File: src/rtl/ring_port_arbiter.sv
`default_nettype none
// ============================================================================
// Module   : ring_port_arbiter
// Function : Merges pass-through and local ring beats into one output FIFO,
//            bounding how long a waiting local beat can be starved.
// Revision : 1.0
// ============================================================================
module ring_port_arbiter #(
    parameter type         data_t       = logic,
    parameter int unsigned FifoDepth    = 2,
    parameter int unsigned MaxThruBurst = 4
) (
    input  logic                           clk_i,
    input  logic                           rst_ni,
    input  data_t                          thru_i,
    input  logic                           thru_valid_i,
    output logic                           thru_ready_o,
    input  data_t                          local_i,
    input  logic                           local_valid_i,
    output logic                           local_ready_o,
    output data_t                          ring_o,
    output logic                           ring_valid_o,
    input  logic                           ring_ready_i,
    output logic [$clog2(FifoDepth+1)-1:0] usage_o,
    output logic                           local_prio_o
);

    localparam int unsigned c_CNT_W   = $clog2(FifoDepth + 1);
    localparam int unsigned c_PTR_W   = (FifoDepth > 1) ? $clog2(FifoDepth) : 1;
    localparam int unsigned c_BURST_W = $clog2(MaxThruBurst + 1);

    localparam logic [c_CNT_W-1:0]   c_FULL       = c_CNT_W'(FifoDepth);
    localparam logic [c_PTR_W-1:0]   c_LAST_PTR   = c_PTR_W'(FifoDepth - 1);
    localparam logic [c_BURST_W-1:0] c_LAST_BURST = c_BURST_W'(MaxThruBurst - 1);

    typedef enum logic [0:0] {
        THRU_PRIO  = 1'b0,
        LOCAL_PRIO = 1'b1
    } state_t;

    state_t               r_state;
    logic [c_BURST_W-1:0] r_burst;
    logic [c_PTR_W-1:0]   r_wptr;
    logic [c_PTR_W-1:0]   r_rptr;
    logic [c_CNT_W-1:0]   r_usage;
    data_t                r_mem [FifoDepth];

    logic  w_can_grant;
    logic  w_grant_thru;
    logic  w_grant_local;
    logic  w_push;
    logic  w_pop;
    data_t w_push_data;

    function automatic logic [c_PTR_W-1:0] f_next_ptr(input logic [c_PTR_W-1:0] ptr);
        return (ptr == c_LAST_PTR) ? '0 : ptr + c_PTR_W'(1);
    endfunction

    // Grant depends only on registered occupancy, never on this cycle's pop.
    assign w_can_grant = rst_ni && (r_usage != c_FULL);

    always_comb begin
        w_grant_thru  = 1'b0;
        w_grant_local = 1'b0;
        if (w_can_grant) begin
            if (r_state == LOCAL_PRIO) begin
                if (local_valid_i)     w_grant_local = 1'b1;
                else if (thru_valid_i) w_grant_thru  = 1'b1;
            end else begin
                if (thru_valid_i)       w_grant_thru  = 1'b1;
                else if (local_valid_i) w_grant_local = 1'b1;
            end
        end
    end

    assign thru_ready_o  = w_grant_thru;
    assign local_ready_o = w_grant_local;
    assign w_push        = w_grant_thru | w_grant_local;
    assign w_push_data   = w_grant_local ? local_i : thru_i;
    assign w_pop         = ring_valid_o & ring_ready_i;

    // The counter only reaches MaxThruBurst-1 before handing priority to local.
    always_ff @(posedge clk_i) begin
        if (!rst_ni) begin
            r_state <= THRU_PRIO;
            r_burst <= '0;
        end else begin
            if (!local_valid_i || w_grant_local) begin
                r_burst <= '0;
            end else if (w_grant_thru) begin
                r_burst <= (r_burst == c_LAST_BURST) ? '0 : r_burst + c_BURST_W'(1);
            end

            case (r_state)
                THRU_PRIO: begin
                    if (local_valid_i && w_grant_thru && (r_burst == c_LAST_BURST))
                        r_state <= LOCAL_PRIO;
                end
                LOCAL_PRIO: begin
                    if (w_grant_local || !local_valid_i)
                        r_state <= THRU_PRIO;
                end
                default: r_state <= THRU_PRIO;
            endcase
        end
    end

    always_ff @(posedge clk_i) begin
        if (!rst_ni) begin
            r_wptr  <= '0;
            r_rptr  <= '0;
            r_usage <= '0;
        end else begin
            if (w_push) r_wptr <= f_next_ptr(r_wptr);
            if (w_pop)  r_rptr <= f_next_ptr(r_rptr);
            case ({w_push, w_pop})
                2'b10:   r_usage <= r_usage + c_CNT_W'(1);
                2'b01:   r_usage <= r_usage - c_CNT_W'(1);
                default: r_usage <= r_usage;
            endcase
        end
    end

    always_ff @(posedge clk_i) begin
        if (w_push) r_mem[r_wptr] <= w_push_data;
    end

    assign ring_o       = r_mem[r_rptr];
    assign ring_valid_o = (r_usage != '0);
    assign usage_o      = r_usage;
    assign local_prio_o = (r_state == LOCAL_PRIO);

endmodule
`default_nettype wire
File: config.mk
export PLATFORM = sky130hd
export DESIGN_NAME = ring_port_arbiter
export DESIGN_NICKNAME = d
export VERILOG_FILES = /design/src/rtl/ring_port_arbiter.sv
export SDC_FILE = /design/constraint.sdc
export NUM_CORES = 1
export LEC_CHECK = 0
export BUFFER_PORTS_ARGS = -buffer_cell sky130_fd_sc_hd__buf_4
export CORE_AREA = 4 4 41 43
export CTS_CLUSTER_DIAMETER = 60
export DETAILED_ROUTE_END_ITERATION = 12
export DIE_AREA = 0 0 45 47
export GPL_TIMING_DRIVEN = 0
export PLACE_DENSITY = 0.7
export SETUP_SLACK_MARGIN = 0.2
export SLEW_MARGIN = 20
export SYNTH_ARGS = -nofsm -noshare
export SYNTH_HDL_FRONTEND = slang
export SYNTH_SLANG_ARGS = --single-unit
File: constraint.sdc
create_clock -name clk_i -period 3 [get_ports clk_i]
set_clock_uncertainty 0.05 [all_clocks]
set_input_delay 0.3 -clock clk_i [delete_from_list [all_inputs] [get_ports clk_i]]
set_output_delay 0.3 -clock clk_i [all_outputs]
set_load 0.05 [all_outputs]
# == Yosys cells after proc, flatten, opt, wreduce, memory -nomap -nowiden ==
# Memory sizes are Yosys's and may differ from the RTL's. A register that Yosys moved wholly into a read port is not among the register bits.
# Index checks and enable logic that the tools add are counted.
# word_totals
mem_bits_rw,2
output_inout_bits,7
register_bits,8
n_memories,1
# mem_list
name,words,width,read_ports,rd_ports_with_merged_regs,write_ports,line_no,text
r_mem,2,1,1,1,1,46,data_t r_mem [FifoDepth];
# classes
mux,20
n_reduce_logical,8
eq_ne,4
add_sub_neg,5
bitwise_logic,4
# op_table
operator,n
two-way mux 1 bit,17
case mux 2 bit (2 select lines),1
nonzero test 2 bit,2
adder 3 x 1 -> 3 bit (second input constant),1
== test 3 x 2 -> 1 bit (second input constant),1
logical AND 1 bit,3
two-way mux 3 bit,1
adder 1 bit (second input constant),2
adder 2 x 1 -> 2 bit (second input constant),1
== test 2 x 1 -> 1 bit (second input constant),1
== test 2 bit (second input constant),1
inequality test 2 bit (second input constant),1
NOT 1 bit,2
case mux 1 bit (2 select lines),1
OR reduction 2 bit,1
subtractor 2 x 1 -> 2 bit (second input constant),1
bitwise AND 1 bit,1
logical NOT 1 bit,1
logical OR 1 bit,1
bitwise OR 1 bit,1

# == Longest topological paths before layout ==
# depth
depth_word,8
ltp_mapped,6
mapped_depth_nobuf,6

# == Worst setup path before layout ==
# Ideal clock, no wire load.
# synth_path
path_type,register -> register
start,register r_usage[0] (netlist: usage_o[0])
end,"memory r_mem[0] in the netlist's numbering, data pin"
arrival_time_ps,2145
n_path_buf,0
path_slack_ps,542
required_time_ps,2688
stages_incl_launch_ff,5
path_cell_list,dfxtp_1 > nand2b_4 > o21ai_2 > nor2_1 > mux2_2
# synth_via
elab_chain_cells,4
# synth_lines
item,line_no,text
from (decl),45,logic [c_CNT_W-1:0] r_usage;
from (signal assigned),117,2'b10: r_usage <= r_usage + c_CNT_W'(1);
from (signal assigned),118,2'b01: r_usage <= r_usage - c_CNT_W'(1);
from (signal assigned),119,default: r_usage <= r_usage;
inequality test 2 bit,60,assign w_can_grant = rst_ni && (r_usage != c_FULL);
logical AND 1 bit,60,
two-way mux 1 bit,65,if (w_can_grant) begin
named net local_ready_o,20,"output logic local_ready_o,"
two-way mux 1 bit,79,assign w_push_data = w_grant_local ? local_i : thru_i;
named net w_push_data,53,data_t w_push_data;
to (decl),46,
# The timed path passes the listed nets, and every way through them passes these cells.

# == Worst setup path in the final report ==
# layout_path
start,register r_usage[1] (netlist: usage_o[1])
end,register r_usage[1] (netlist: usage_o[1])
# layout_lines
item,line_no,text
nonzero test 2 bit *,129,assign ring_valid_o = (r_usage != '0);
bitwise AND 1 bit *,80,assign w_pop = ring_valid_o & ring_ready_i;
named net w_pop,52,logic w_pop;
== test 2 x 1 -> 1 bit or == test 2 bit (tied branches),116,"case ({w_push, w_pop})"
case mux 2 bit (2 select lines) or nonzero test 2 bit (tied branches),--,
# Mark *: on every way through the listed nets, which the timed path passes. The rest lies on a longest branch.
# A chain may end at the register's enable or synchronous reset.

==> impl_results.md <==
- Outcome: complete, no violations
- Synthesized net count: 63
- Critical R2R Launch: usage_o[1]$_SDFFE_PN0P_
- Top Ports: 14
- Largest net degree at the start of global routing: 11
- Period utilization: 0.605
- Placed Cells: 81
- Worst skew pair latency: 270 ps
- GP Congestion: 0.674
- Type of the worst setup path: reg2reg
- RSZ-0062 raised after global routing: false
- Post-synthesis cell area: 544 um2
- Crit. End Element: register
- Final Net Count: 80
- Final setup vio count: 0
- Maximum vdd drop: 0.000582 V
- Arrival @ worst endpoint: 1980 ps
- Area of the multi-input gates: 284 um2
- Vias in the first global route: 369
- Initial DRT Pass Iterations: 4
- First-pass GRT wire length: 1520 um
- Hold path startpoint: local_valid_i
- Top cell family by delay on the critical path: simple AND/OR/NAND/NOR gates
- Main area contributors after synthesis: dfxtp_1 (33%), edfxtp_1 (11%), xnor2_1 (4.8%)
- Total track usage: 0.103
- Hold buffer count at CTS: 0
- Total CTS buffers: 3
- Met2 routed WL: 354 um
- HPWL Detailed: 712 um
- Die Height: 47 um
- Top Metal Used: met4
- Leading area contributor after synthesis: dfxtp_1
- Area after detailed placement: 653 um2
- Least-Margin Pin Slew: 313 ps
- DRC: 0
- Yosys cell types: 32
- H-tree Lvls: 1
- Max incr delay on CP: 380 ps
- Wl on met1: 465 um
- Setup Fix Bufs, Post-CTS: 0
- CP Data Required Time: 3160 ps
- Routed Wire Length: 917 um
- Row cnt: 13
- Port buffer count: 12
- Max stage delay cell, worst path: dfxtp_1
- Hold Path Class: in2reg
- Clock transition at the registers of the reported paths: 80 ps
- Clock buffer depth: 2
- Pleak: 0.280 nW
- Setup tns final: 0 ps
- Maxcap violations: 0
- CTS tree: built
- Ys Warns: 0
- Avg Vias per Cell: 5.04
- Final Max Tran Viols: 0
- Share of Yosys cell area claimed by the top area cell type: 0.331
- Register bit count reported by yosys: 11
- Per-cell routed wire length: 10.8 um
- Hold Vio Cnt, Final: 0
- Initial antenna violation count: 0
- Gr ovfl total: 0
- Diode count: 0
- Setup crit start kind: register
- Layout Utilization: 0.523
- Worst hold endpoint: r_burst[2]$_SDFFE_PP0N_
- Post-route cell area: 681 um2
- Syn Inst Count: 54
- Reg area: 240 um2
- Starting DRC count in detailed routing: 16
- Minimum clock period: 1820 ps
- Layout cells sized above 1: 0.371
- Metal3 WL: 68 um
- Commonest non-fill, non-tap cells in the layout: buf_4 (13), dfxtp_1 (9), nor2_1 (5)
- Seq/Total Area, Yosys: 0.441
- Antenna-violating nets left: 0
- Fmax: 0.551 GHz
- Worst r2r dst: usage_o[1]$_SDFFE_PN0P_
- Slew HR: 0.790
- Initial cell density of the core: 0.418
- Crit path cell chain: or2_2 > and2_4 > ha_1 > or3_1 > a21boi_0
- Core Area: 1300 um2
- PostCTS Resize Cnt: 0
- Area growth, synth to finish: 25.1%
- Crit-path max FO: 6
- Area of the die: 2120 um2
- FF-to-FF path depth: 5
- Via count: 428
- CP bufs+invs: 0
- Clock root cell: clkbuf_4
- FILL cells: 126
- Number of cells on the worst hold path: 3
- Pwr per Cell Area: 838 nW/um2
- # clock sinks: 11
- Non-Filler Instances: 85
- R2R Setup Slk: 1180 ps
- Synth Area per Inst: 10.1 um2
- Die X: 45 um
- Most common cell after layout, fill and taps aside: buf_4
kinds of logic (layout without fill, tap and decap cells):
| kind of cell | Yosys count | in the layout | synth area share |
|---|---|---|---|
| AND/OR/NAND/NOR | 23 | 23 | 0.267 |
| flip-flops | 11 | 11 | 0.441 |
| AO/OA/AOI/OAI | 8 | 8 | 0.101 |
| buffers and inverters | 4 | 20 | 0.0368 |
| XOR/XNOR | 3 | 3 | 0.0483 |
| multiplexers | 3 | 3 | 0.0598 |
| adder cells (fa/ha/maj) | 2 | 2 | 0.0460 |
synthesized netlist by cell type:
master and instances:
and2b_2 1, nand2b_4 1, xnor2_1 3, a21oi_1 2, o21ai_0 1, and2_1 1, o21ai_2 1, or2_2 1
o211ai_1 1, o21a_1 1, and2_0 1, a21boi_0 1, nand3_1 1, buf_2 1, or3_1 1, nand2_1 2
edfxtp_1 2, nor2_1 5, nand4b_1 1, mux2i_1 1, and4_1 1, mux2_2 2, dfxtp_1 9, a21oi_2 1
nand3b_1 2, nand2b_1 1, inv_1 2, and2_4 1, buf_4 1, nor2b_1 2, ha_1 2, nand4_1 1
stage by stage:
| step | hold slack [ps] | setup slack [ps] | total power, mW |
|---|---|---|---|
| after floorplan | 373 | 542 | 0.406 |
| final | 271 | 1180 | 0.570 |
| after CTS | 271 | 1170 | 0.573 |
| after global placement | 385 | 1210 | 0.467 |
| after global routing | 282 | 1090 | 0.599 |
| after detailed placement | 391 | 1200 | 0.469 |
flip-flops by register name, indices dropped and copies added, names as in the netlist, named ones only:
name / flops
local_prio_o: 1
r_burst: 3
r_mem: 2
r_rptr: 1
r_wptr: 1
usage_o: 2
layer usage:
layer  up-vias  track usage
met3         5       0.0345
met5         -            0
li1        217            -
met1       190        0.134
met4         0       0.0877
met2        16        0.136
final cells by class:
cell class                 count  share of cell area
multi-input combinational     39               0.417
sequential                    11               0.353
timing repair buffer          12               0.132
clock buffer                   3              0.0331
tap                           15              0.0276
buffer                         2              0.0184
inverter                       2              0.0110
clock inverter                 1             0.00735
how the worst max path moves through the flow:
| stage | startpoint | to | slack, ps | depth (start not counted) |
|---|---|---|---|---|
| 2_1_floorplan | usage_o[0]$_SDFFE_PN0P_ | r_mem[0]$_DFFE_PP_ | 540 | 4 |
| 3_3_place_gp | usage_o[1]$_SDFFE_PN0P_ | usage_o[1]$_SDFFE_PN0P_ | 1210 | 5 |
| 3_5_place_dp | usage_o[1]$_SDFFE_PN0P_ | usage_o[1]$_SDFFE_PN0P_ | 1200 | 5 |
| 4_1_cts | usage_o[1]$_SDFFE_PN0P_ | usage_o[1]$_SDFFE_PN0P_ | 1170 | 5 |
| 5_1_grt | usage_o[1]$_SDFFE_PN0P_ | usage_o[1]$_SDFFE_PN0P_ | 1090 | 5 |
| 6_report | usage_o[1]$_SDFFE_PN0P_ | usage_o[1]$_SDFFE_PN0P_ | 1180 | 5 |
worst reg2reg max path, stage by stage (launching register included):
cell	delay, ps
dfxtp_1	380
or2_2	330
and2_4	170
ha_1	320
or3_1	350
a21boi_0	150
report_power, final:
part	internal (mW)	switching, mW	leakage, nW
Clock	0.0494	0.0550	0.0177
Combinational	0.107	0.155	0.170
Sequential	0.178	0.0255	0.0919
Total	0.335	0.235	0.280
No activity file was read; power rests on OpenSTA's default activity.
